[config.mk]
export PLATFORM = sky130hd
export DESIGN_NAME = fetch_stage_flat
export DESIGN_NICKNAME = d
export VERILOG_FILES = /design/src/rtl/mips_pkg.sv /design/src/rtl/fetch_stage_if.sv /design/src/rtl/pc_next_sel.sv /design/src/rtl/fetch_stage.sv /design/src/flat_wrapper.sv
export SDC_FILE = /design/constraint.sdc
export NUM_CORES = 1
export LEC_CHECK = 0
export ABC_AREA = 1
export CAP_MARGIN = 20
export CELL_PAD_IN_SITES_DETAIL_PLACEMENT = 0
export CELL_PAD_IN_SITES_GLOBAL_PLACEMENT = 1
export CORE_ASPECT_RATIO = 0.8
export CORE_MARGIN = 3
export CORE_UTILIZATION = 36
export DETAILED_ROUTE_END_ITERATION = 8
export PLACE_DENSITY_LB_ADDON = 0.1
export SYNTH_ARGS = -nofsm -noshare
export SYNTH_HDL_FRONTEND = slang
export SYNTH_HIERARCHICAL = 1
export SYNTH_SLANG_ARGS = --single-unit
[constraint.sdc]
create_clock -name clk -period 5.4 [get_ports clk]
set_clock_uncertainty 0.1 [all_clocks]
set_input_delay 1.08 -clock clk [delete_from_list [all_inputs] [get_ports clk]]
set_output_delay 1.08 -clock clk [all_outputs]
set_load 0.05 [all_outputs]
[src/rtl/mips_pkg.sv]
// Shared MIPS pipeline definitions: reset/exception addresses, NOP word and next-PC select codes.
package mips_pkg;

  localparam logic [31:0] NOP_WORD       = 32'h0000_0000;
  localparam logic [31:0] DEF_RESET_PC   = 32'h0000_0000;
  localparam logic [31:0] DEF_EXC_VECTOR = 32'h8000_0180;

  typedef enum logic [2:0] {
    SEL_SEQ,
    SEL_BR,
    SEL_J,
    SEL_JR,
    SEL_EXC
  } pc_sel_e;

  // Word offset is sign-extended and scaled to bytes; wraps modulo 2^32.
  function automatic logic [31:0] br_target(input logic [31:0] base, input logic [15:0] imm);
    return base + {{14{imm[15]}}, imm, 2'b00};
  endfunction

endpackage

[src/rtl/fetch_stage_if.sv]
// Fetch-stage bus: instruction memory port, decode redirect inputs and IF/ID outputs.
interface fetch_stage_if;

  logic [31:0] imem_addr;
  logic [31:0] imem_rdata;
  logic        stall;
  logic        br_taken;
  logic [31:0] br_base;
  logic [15:0] br_imm;
  logic        j_en;
  logic [25:0] j_index;
  logic        jr_en;
  logic [31:0] jr_target;
  logic        exc_req;
  logic        if_id_valid;
  logic [31:0] if_id_instr;
  logic [31:0] if_id_pc4;
  logic        exc_misalign;
  logic [31:0] bad_vaddr;

  modport master (
    output imem_addr, if_id_valid, if_id_instr, if_id_pc4, exc_misalign, bad_vaddr,
    input  imem_rdata, stall, br_taken, br_base, br_imm, j_en, j_index, jr_en, jr_target,
           exc_req
  );

  modport slave (
    input  imem_addr, if_id_valid, if_id_instr, if_id_pc4, exc_misalign, bad_vaddr,
    output imem_rdata, stall, br_taken, br_base, br_imm, j_en, j_index, jr_en, jr_target,
           exc_req
  );

endinterface

[src/rtl/pc_next_sel.sv]
// Next-PC priority select (exc > jr > j > br > seq) with target arithmetic and JR alignment check.
module pc_next_sel
  import mips_pkg::*;
#(
  parameter logic [31:0] EXC_VECTOR = DEF_EXC_VECTOR
) (
  input  logic [31:0] seq_pc_i,
  input  logic        exc_req_i,
  input  logic        jr_en_i,
  input  logic        j_en_i,
  input  logic        br_taken_i,
  input  logic [31:0] br_base_i,
  input  logic [15:0] br_imm_i,
  input  logic [25:0] j_index_i,
  input  logic [31:0] jr_target_i,
  output pc_sel_e     sel_o,
  output logic [31:0] next_pc_o,
  output logic        misalign_o
);

  always_comb begin
    sel_o      = SEL_SEQ;
    next_pc_o  = seq_pc_i;
    misalign_o = 1'b0;
    if (exc_req_i) begin
      sel_o     = SEL_EXC;
      next_pc_o = EXC_VECTOR;
    end else if (jr_en_i) begin
      sel_o = SEL_JR;
      if (|jr_target_i[1:0]) begin
        next_pc_o  = EXC_VECTOR;
        misalign_o = 1'b1;
      end else begin
        next_pc_o = jr_target_i;
      end
    end else if (j_en_i) begin
      sel_o     = SEL_J;
      next_pc_o = {br_base_i[31:28], j_index_i, 2'b00};
    end else if (br_taken_i) begin
      sel_o     = SEL_BR;
      next_pc_o = br_target(br_base_i, br_imm_i);
    end
  end

endmodule

[src/rtl/fetch_stage.sv]
// Instruction-fetch stage: owns the PC, loads IF/ID, and traps misaligned register jumps.
module fetch_stage
  import mips_pkg::*;
#(
  parameter logic [31:0] RESET_PC   = DEF_RESET_PC,
  parameter logic [31:0] EXC_VECTOR = DEF_EXC_VECTOR,
  parameter bit          DELAY_SLOT = 1'b1
) (
  input logic           clk,
  input logic           rst_n,
  fetch_stage_if.master bus
);

  logic [31:0] pc_q, pc_d, pc_plus4, next_pc;
  pc_sel_e     sel;
  logic        misalign;
  logic        valid_q, valid_d;
  logic [31:0] instr_q, instr_d;
  logic [31:0] pc4_q, pc4_d;
  logic        exc_mis_q, exc_mis_d;
  logic [31:0] bad_q, bad_d;

  assign pc_plus4 = pc_q + 32'd4;

  pc_next_sel #(
    .EXC_VECTOR(EXC_VECTOR)
  ) u_pc_next_sel (
    .seq_pc_i   (pc_plus4),
    .exc_req_i  (bus.exc_req),
    .jr_en_i    (bus.jr_en),
    .j_en_i     (bus.j_en),
    .br_taken_i (bus.br_taken),
    .br_base_i  (bus.br_base),
    .br_imm_i   (bus.br_imm),
    .j_index_i  (bus.j_index),
    .jr_target_i(bus.jr_target),
    .sel_o      (sel),
    .next_pc_o  (next_pc),
    .misalign_o (misalign)
  );

  always_comb begin
    pc_d      = pc_q;
    valid_d   = valid_q;
    instr_d   = instr_q;
    pc4_d     = pc4_q;
    exc_mis_d = 1'b0;
    bad_d     = bad_q;
    if (bus.exc_req) begin
      pc_d    = next_pc;
      valid_d = 1'b0;
      instr_d = NOP_WORD;
      pc4_d   = 32'h0;
    end else if (!bus.stall) begin
      pc_d      = next_pc;
      exc_mis_d = misalign;
      if (misalign) bad_d = bus.jr_target;
      // The word fetched alongside a redirect is the delay slot.
      if (sel == SEL_SEQ || DELAY_SLOT) begin
        valid_d = 1'b1;
        instr_d = bus.imem_rdata;
        pc4_d   = pc_plus4;
      end else begin
        valid_d = 1'b0;
        instr_d = NOP_WORD;
        pc4_d   = 32'h0;
      end
    end
  end

  always_ff @(posedge clk or negedge rst_n) begin
    if (!rst_n) begin
      pc_q      <= RESET_PC;
      valid_q   <= 1'b0;
      instr_q   <= NOP_WORD;
      pc4_q     <= 32'h0;
      exc_mis_q <= 1'b0;
      bad_q     <= 32'h0;
    end else begin
      pc_q      <= pc_d;
      valid_q   <= valid_d;
      instr_q   <= instr_d;
      pc4_q     <= pc4_d;
      exc_mis_q <= exc_mis_d;
      bad_q     <= bad_d;
    end
  end

  assign bus.imem_addr    = pc_q;
  assign bus.if_id_valid  = valid_q;
  assign bus.if_id_instr  = instr_q;
  assign bus.if_id_pc4    = pc4_q;
  assign bus.exc_misalign = exc_mis_q;
  assign bus.bad_vaddr    = bad_q;

endmodule
[src/flat_wrapper.sv]
// flat-port wrapper written by rule: the top's interface ports become plain ports
module fetch_stage_flat import mips_pkg::*;
#(
  parameter logic [31:0] RESET_PC   = DEF_RESET_PC,
  parameter logic [31:0] EXC_VECTOR = DEF_EXC_VECTOR,
  parameter bit          DELAY_SLOT = 1'b1
)
  (clk, rst_n, bus_imem_addr, bus_if_id_valid, bus_if_id_instr, bus_if_id_pc4, bus_exc_misalign, bus_bad_vaddr, bus_imem_rdata, bus_stall, bus_br_taken, bus_br_base, bus_br_imm, bus_j_en, bus_j_index, bus_jr_en, bus_jr_target, bus_exc_req);
  fetch_stage_if bus_i ();
  input logic clk;
  input logic rst_n;
  output wire logic [$bits(bus_i.imem_addr)-1:0] bus_imem_addr;
  output wire logic [$bits(bus_i.if_id_valid)-1:0] bus_if_id_valid;
  output wire logic [$bits(bus_i.if_id_instr)-1:0] bus_if_id_instr;
  output wire logic [$bits(bus_i.if_id_pc4)-1:0] bus_if_id_pc4;
  output wire logic [$bits(bus_i.exc_misalign)-1:0] bus_exc_misalign;
  output wire logic [$bits(bus_i.bad_vaddr)-1:0] bus_bad_vaddr;
  input wire logic [$bits(bus_i.imem_rdata)-1:0] bus_imem_rdata;
  input wire logic [$bits(bus_i.stall)-1:0] bus_stall;
  input wire logic [$bits(bus_i.br_taken)-1:0] bus_br_taken;
  input wire logic [$bits(bus_i.br_base)-1:0] bus_br_base;
  input wire logic [$bits(bus_i.br_imm)-1:0] bus_br_imm;
  input wire logic [$bits(bus_i.j_en)-1:0] bus_j_en;
  input wire logic [$bits(bus_i.j_index)-1:0] bus_j_index;
  input wire logic [$bits(bus_i.jr_en)-1:0] bus_jr_en;
  input wire logic [$bits(bus_i.jr_target)-1:0] bus_jr_target;
  input wire logic [$bits(bus_i.exc_req)-1:0] bus_exc_req;
  assign bus_imem_addr = bus_i.imem_addr;
  assign bus_if_id_valid = bus_i.if_id_valid;
  assign bus_if_id_instr = bus_i.if_id_instr;
  assign bus_if_id_pc4 = bus_i.if_id_pc4;
  assign bus_exc_misalign = bus_i.exc_misalign;
  assign bus_bad_vaddr = bus_i.bad_vaddr;
  assign bus_i.imem_rdata = bus_imem_rdata;
  assign bus_i.stall = bus_stall;
  assign bus_i.br_taken = bus_br_taken;
  assign bus_i.br_base = bus_br_base;
  assign bus_i.br_imm = bus_br_imm;
  assign bus_i.j_en = bus_j_en;
  assign bus_i.j_index = bus_j_index;
  assign bus_i.jr_en = bus_jr_en;
  assign bus_i.jr_target = bus_jr_target;
  assign bus_i.exc_req = bus_exc_req;
  fetch_stage #(.RESET_PC(RESET_PC), .EXC_VECTOR(EXC_VECTOR), .DELAY_SLOT(DELAY_SLOT)) u_core (.clk(clk), .rst_n(rst_n), .bus(bus_i));
endmodule
# Word-level counts from Yosys, hierarchy flattened
# Cells that the tools add are included.
# classes
n_reduce_logical	2
addsub	2
bitwise	2
n_mux	18
eq_ne	1
# op_table
op	count
32-bit two-way mux	11
32-bit by 3-bit adder with 32-bit output, second input constant	1
32-bit adder	1
1-bit two-way mux	7
3-bit AND reduction	1
2-bit by 1-bit inequality test with 1-bit output, second input constant	1
1-bit inverter	2
2-bit OR reduction	1
# word_totals
out_inout_bits	130
ff_bits	130
elab_cells	31
inputBits	145

# Logic depth before layout (Yosys ltp)
# Gate-level depths: netlist of run 1.
# depth
word_depth	7
mapped_depth	17
mapped_depth_nobuf	17

# Cells and area by module
# Netlist of run 1, hierarchy kept.
# modules_own_cells
module	instances	cells_each	area_each_um2
fetch_stage	1	644	5738.0
pc_next_sel	1	634	3098.0

# Least setup slack after synthesis of run 1
# No wires, ideal clock.
# synth_timing
path_type	input to register
startpoint	input port bus_br_base[2]
endpoint	register u_core.pc_q[16], in the netlist u_core/bus.imem_addr[16]
arrival_ps	2566
cell_stages	15
slack_ps	2651
setup_ps	83
path_cell_list	ha_1 -> inv_1 -> fa_1 -> inv_1 -> nand3_1 -> nand3_2 -> nand2_1 -> nand2_1 -> nand3_1 -> nand2_1 -> xor2_1 -> nand2_1 -> a21oi_1 -> nand2_1 -> o21ai_0
# synth_between
elab_chain_cells	7
# synth_lines
item	line	source
from (decl)	flat_wrapper.sv:21	input wire logic [$bits(bus_i.br_base)-1:0] bus_br_base;
32-bit adder *	mips_pkg.sv:18	return base + {{14{imm[15]}}, imm, 2'b00};
32-bit two-way mux *	pc_next_sel.sv:39	end else if (br_taken_i) begin
32-bit two-way mux *	pc_next_sel.sv:36	end else if (j_en_i) begin
32-bit two-way mux *	pc_next_sel.sv:28	end else if (jr_en_i) begin
32-bit two-way mux *	pc_next_sel.sv:25	if (exc_req_i) begin
net u_core.next_pc[16]	fetch_stage.sv:14	logic [31:0] pc_q, pc_d, pc_plus4, next_pc;
32-bit two-way mux	fetch_stage.sv:54	end else if (!bus.stall) begin
32-bit two-way mux *	fetch_stage.sv:49	if (bus.exc_req) begin
to (signal assigned)	fetch_stage.sv:80	pc_q <= pc_d;
to (decl)	fetch_stage.sv:14	
# Mark *: on every way through the listed nets, which the timed path passes. The rest lies on a longest branch. The select of a mux whose other input is x is not followed.
# A chain may end at the register's enable or synchronous reset.

# Worst setup path after layout of run 1
# layout_timing
startpoint	input port bus_br_imm[15]
endpoint	register u_core.pc_q[28], in the netlist u_core/bus.imem_addr[28]
# layout_between
elab_chain_cells	7
# layout_lines
item	line	source
from (decl)	flat_wrapper.sv:22	input wire logic [$bits(bus_i.br_imm)-1:0] bus_br_imm;
32-bit adder *	mips_pkg.sv:18	
32-bit two-way mux *	pc_next_sel.sv:39	
32-bit two-way mux *	pc_next_sel.sv:36	
32-bit two-way mux *	pc_next_sel.sv:28	
32-bit two-way mux *	pc_next_sel.sv:25	
net u_core.next_pc[28]	fetch_stage.sv:14	
32-bit two-way mux	fetch_stage.sv:54	
32-bit two-way mux *	fetch_stage.sv:49	
# Marked as above.

==> results of run 1 <==
## cells in the final DEF (no fill, tap or decap), drive strengths merged
master	instances
a211oi	6
a21oi	74
a22o	34
a311oi	2
and2	4
buf	8
clkbuf	17
clkdlybuf4s50	273
clkinv	3
clkinvlp	3
dfrtp	130
fa	1
ha	30
inv	144
nand2	550
nand3	57
nand3b	5
nand4	7
nor2	108
nor3	1
o211ai	2
o21ai	57
o21bai	5
or2	1
xnor2	3
xor2	22
## through the flow
stage	hold slack [ps]	area (um^2)	utilization	worst slack (ps)	instances
4_1_cts	383	12400	0.522	1770	1859
3_3_place_gp	361	11800	0.499	1350	1827
5_1_grt	396	12400	0.522	1480	1859
3_5_place_dp	364	11800	0.499	1330	1827
6_report	375	12400	0.522	1710	1859
2_1_floorplan	443	8820	-	2650	1275
## cell type report
| type | count | area share |
|---|---|---|
| multi-input cells | 969 | 0.394 |
| clock inverters | 15 | 0.0110 |
| inverters | 135 | 0.0409 |
| well taps | 312 | 0.0315 |
| clock buffers | 17 | 0.0344 |
| flip-flops and latches | 130 | 0.263 |
| repair buffers | 281 | 0.226 |
## power groups by stage
stage                     clock network [mW]  logic [mW]  registers (mW)
after floorplan                            0       0.373            1.50
after global placement                     0        1.22            1.17
after detailed placement                   0        1.22            1.17
after CTS                               1.18        1.22            1.15
after global routing                    1.22        1.31            1.17
final                                   1.15        1.22            1.16
## path summary, 6_finish.rpt
kind | end | slack [ps] | cells past startpoint
max in group asynchronous | u_core/bus.imem_addr[9] | 3540 | 2
hold / removal | u_core/bus.if_id_pc4[20] | 370 | 2
min in group asynchronous | u_core/bus.if_id_pc4[21] | 600 | 1
hold reg to reg | u_core/bus.if_id_pc4[20] | 370 | 2
setup / recovery | u_core/bus.imem_addr[28] | 1710 | 15
setup reg to reg | u_core/bus.imem_addr[16] | 3230 | 11
## worst reg2reg max path, delay by kind of cell (launching register included)
| kind | cells | cell delay (ps) |
|---|---|---|
| adder cells (fa/ha/maj) | 1 | 220 |
| AND/OR/NAND/NOR | 7 | 890 |
| AO/OA/AOI/OAI | 3 | 390 |
| flip-flops | 1 | 420 |
## metal layers
layer  GRT usage  vias up  part of all wire
met5           0        -           0.00037
met1       0.402     4356              0.49
met2       0.366      364              0.41
met3      0.0697       34             0.093
li1            -     4561                 -
met4      0.0544        2             0.014
## sequential cells by signal, summed over array words and instances, names as in the netlist
register / count
u_core/bus.if_id_valid: 1
u_core/bus.imem_addr: 32
u_core/bus.if_id_pc4: 32
u_core/bus.exc_misalign: 1
u_core/bus.if_id_instr: 32
u_core/bus.bad_vaddr: 32
==> impl_metrics.ini, run 1 <==
[clock_tree]
cts_setup_buffers = 0
cts_tree = yes
cts_buffers = 17
insertion_delay_ps = 430
clock_sinks = 130
clock_path_buffers = 2
h-tree-depth = 4
clk_pin_slew_ps = 60
postCtsResizedCells = 0
cts_hold_buf = 0
cts_root_buf = clkbuf_16

[power]
p_per_area_nw_per_um2 = 285
switching_power_mw = 1.43
power_frac_clock = 0.326
combPwrFrac = 0.347
pwr-share-seq = 0.327
power.total_mw = 3.53
ir_drop_v = 0.000190
power_leakage_nw = 6.12
p_sw_frac = 0.405
internal-power_mw = 2.10

[cells_and_area]
drive_above_1_share = 0.0666
antenna_cells = 0
fin_nets = 1710
area.sequential_um2 = 3250
n_fill_cell = 2455
multiInputGateArea_um2 = 4880
area_growth_syn_to_layout_pct = 40.5

[critical_path]
required_ps = 5630
cp-start-kind = input pin
path_cells = clkdlybuf4s50_1 > ha_1 > nand2_1 > nand2_1 > inv_2 > nor2_1 > nor2_2 > nand2_1 > a21oi_1 > nand2_1 > nand2_1 > nand3_1 > a21oi_1 > nand2_1 > o21ai_0
critPathKind = in -> reg
startpoint = bus_br_imm[15]
timing.rr.start = u_core/bus.imem_addr[3]
crit_slowest_cell = clkdlybuf4s50_1
path_common_cell = nand2_1
cpPeakStageDelay_ps = 790
crit_arrival_ps = 3930
end_kind = flop
path_buf_inv = 2
critical-path-top-delay-family = buffers and inverters
cp_max_fo = 15

[sta]
fmax_ghz = 0.271
finalSetupViolCount = 0
finalSetupTns_ps = 0
rsz0062_at_grt = false
min_period_ps = 3690
slew_headroom = 0.317
hold_viol = 0
fin_crit_sh = 0.684
tightest_slew_ps = 1020
slew_viol_final = 0

[floorplan]
die_w_um = 181
start_util = 0.372
dieHeight_um = 146
num_io_pins = 275
dieArea_um2 = 26400
row_count = 50
fp.coreArea_um2 = 23700

[drt]
wl_mm = 35.0
drtAntennaViolNets = 0
drtIter0Drc = 680
routed-via-count = 9317
drc = 0
first_pass_iters = 5
routed_via_density = 5.01
drt-wirelength-per-cell_um = 18.8

[run_status]
status = finished, final reports clean

[yosys]
avgSynthCellArea_um2 = 6.92
syn_area_um2 = 8820
yosys_warnings = 6
synth_cells = 1275
synth.net_count = 1451

[flow_run]
cap_violations = 0

[global_route]
antenna_found_initial = 1
grt_pass1_vias = 8990
grt_max_degree = 90
grt_first_pass_wirelength_mm = 54.1
grt_util_all_layers = 0.261
overflow = 0

[place]
io_buffers = 274
dpl.hpwl_mm = 27.7
place.gp.congestion = 0.951

[min_path]
worstHoldStart = u_core/bus.if_id_pc4[20]
hold_path_class = reg -> reg
Power figures use the tool's default switching activity.
==> run 2: changes to the inputs <==
CORE_UTILIZATION = 33   (was 36)
clock period = 3.4 ns   (was 5.4 ns; I/O delays follow)
==> run 2 against run 1 <==
Against the previous run: core utilization fell by 2.8 points; final area rose by 2.9%; clock-buffer cell count rose by 4; global-route usage fell by 1.4 points; sequential share of layout area fell by 0.74 points; non-clock buffer count rose by 31; final cell count rose by 3.7%; clock power rose by 62%.
==> impl_metrics.ini, run 2 (synthesized netlist as in run 1, its figures left out) <==
[cells_and_area]
multiInputGateArea_um2 = 4880
drive_above_1_share = 0.0824
area.sequential_um2 = 3250
area_growth_syn_to_layout_pct = 44.5
final_util = 0.495
antenna_cells = 0
fin_nets = 1741
mostFrequentLayoutCells = nand2_1, clkdlybuf4s50_1, inv_1, dfrtp_1, nor2_1
n_fill_cell = 2666
layout_commonest_cell = nand2_1
layout.cells.non_filler = 1928

[power]
p_per_area_nw_per_um2 = 446
ir_drop_v = 0.000368
power.total_mw = 5.69
power_leakage_nw = 6.29

[global_route]
grt_util_all_layers = 0.248
overflow = 0
grt_first_pass_wirelength_mm = 55.0
grt_max_degree = 79
grt_pass1_vias = 9149
antenna_found_initial = 1

[sta]
setup_ws_ps = 562
slew_viol_final = 0
fin_crit_sh = 0.835
finalSetupTns_ps = 0
slew_headroom = 0.477
rsz0062_at_grt = false
fmax_ghz = 0.352
tightest_slew_ps = 785
min_period_ps = 2840
finalSetupViolCount = 0
hold_viol = 0

[drt]
drtIter0Drc = 713
wl_mm = 35.7
drtAntennaViolNets = 0
first_pass_iters = 5
drt-wirelength-per-cell_um = 18.5
drc = 0
routed-via-count = 9350
routed_via_density = 4.85

[place]
io_buffers = 274
preCtsSetupSlack_ps = 167
dp_cells = 1897
place.gp.congestion = 0.931
dpl.hpwl_mm = 28.8

[floorplan]
dieArea_um2 = 28700
die_w_um = 189
fp.coreArea_um2 = 25800
dieHeight_um = 152
num_io_pins = 275
start_util = 0.342
row_count = 52

[clock_tree]
cts_root_buf = clkbuf_16
postCtsResizedCells = 0
h-tree-depth = 4
clock_sinks = 130
cts_tree = yes
cts_setup_buffers = 0
clk_pin_slew_ps = 60
clock_path_buffers = 2
insertion_delay_ps = 420
cts_hold_buf = 0
cts_buffers = 17

[critical_path]
r2r_cells = 9
r2r-end = u_core/bus.imem_addr[17]
cp-start-kind = input pin
required_ps = 3590
critPathKind = in -> reg
end_kind = flop
cp_max_fo = 15
reg2reg_setup_slack_ps = 1210
startpoint = bus_br_imm[15]
crit_arrival_ps = 3030
timing.rr.start = u_core/bus.imem_addr[13]

[run_status]
status = finished, final reports clean

[min_path]
hold_path_class = in -> async

[flow_run]
cap_violations = 0
[run 2: cell count changes in the layout (fill, tap and decap cells not counted), sizes merged]
cell	before	now
bufinv	0	2
inv	144	135
clkbuf	17	21
clkinvlp	3	2
buf	8	39
clkinv	3	6
[run 2: worst max-delay path by stage]
stage	slack, ps	to
after floorplan	1050	u_core/bus.imem_addr[16]
after global placement	80	u_core/bus.imem_addr[30]
after detailed placement	170	u_core/bus.imem_addr[31]
after CTS	600	u_core/bus.imem_addr[31]
after global routing	380	u_core/bus.imem_addr[30]
final	560	u_core/bus.imem_addr[29]
[run 2: layout make-up]
type                            count  area share
Clock inverter                     10      0.0100
Timing Repair Buffer              312       0.243
Inverter                          135      0.0398
Multi-Input combinational cell    969       0.383
Sequential cell                   130       0.255
Tap cell                          351      0.0345
Clock buffer                       21      0.0353
[run 2: power breakdown]
group | internal (mW) | switching, mW
clock network | 1.10 | 0.757
logic | 0.702 | 1.28
registers | 1.70 | 0.142
total | 3.51 | 2.18
[run 2: routing by layer]
layer | track usage | wire length (um) | up-vias
met1 | 0.380 | 17800 | 4375
li1 | - | - | 4619
met2 | 0.345 | 14300 | 329
met4 | 0.0432 | 412 | 2
met3 | 0.0743 | 3200 | 25
met5 | 0.00502 | 13 | -
[run 2: critical path, stage by stage]
cell and delay (ps):
clkdlybuf4s50_1 440, buf_12 170, ha_1 410, nand2_1 120, nor2_1 120, buf_4 140
nand2_1 140, nor2_1 130, nand2_1 170, nand2_1 120, nand2_1 50, nand3_1 80
a21oi_1 70, nand2_1 80, o21ai_0 70
[run 2: per-stage QoR]
step,hold WS (ps),instance area [um^2]
global placement,362,12200
floorplan,284,8820
CTS,210,12700
global route,202,12700
detailed placement,364,12200
finish,150,12700
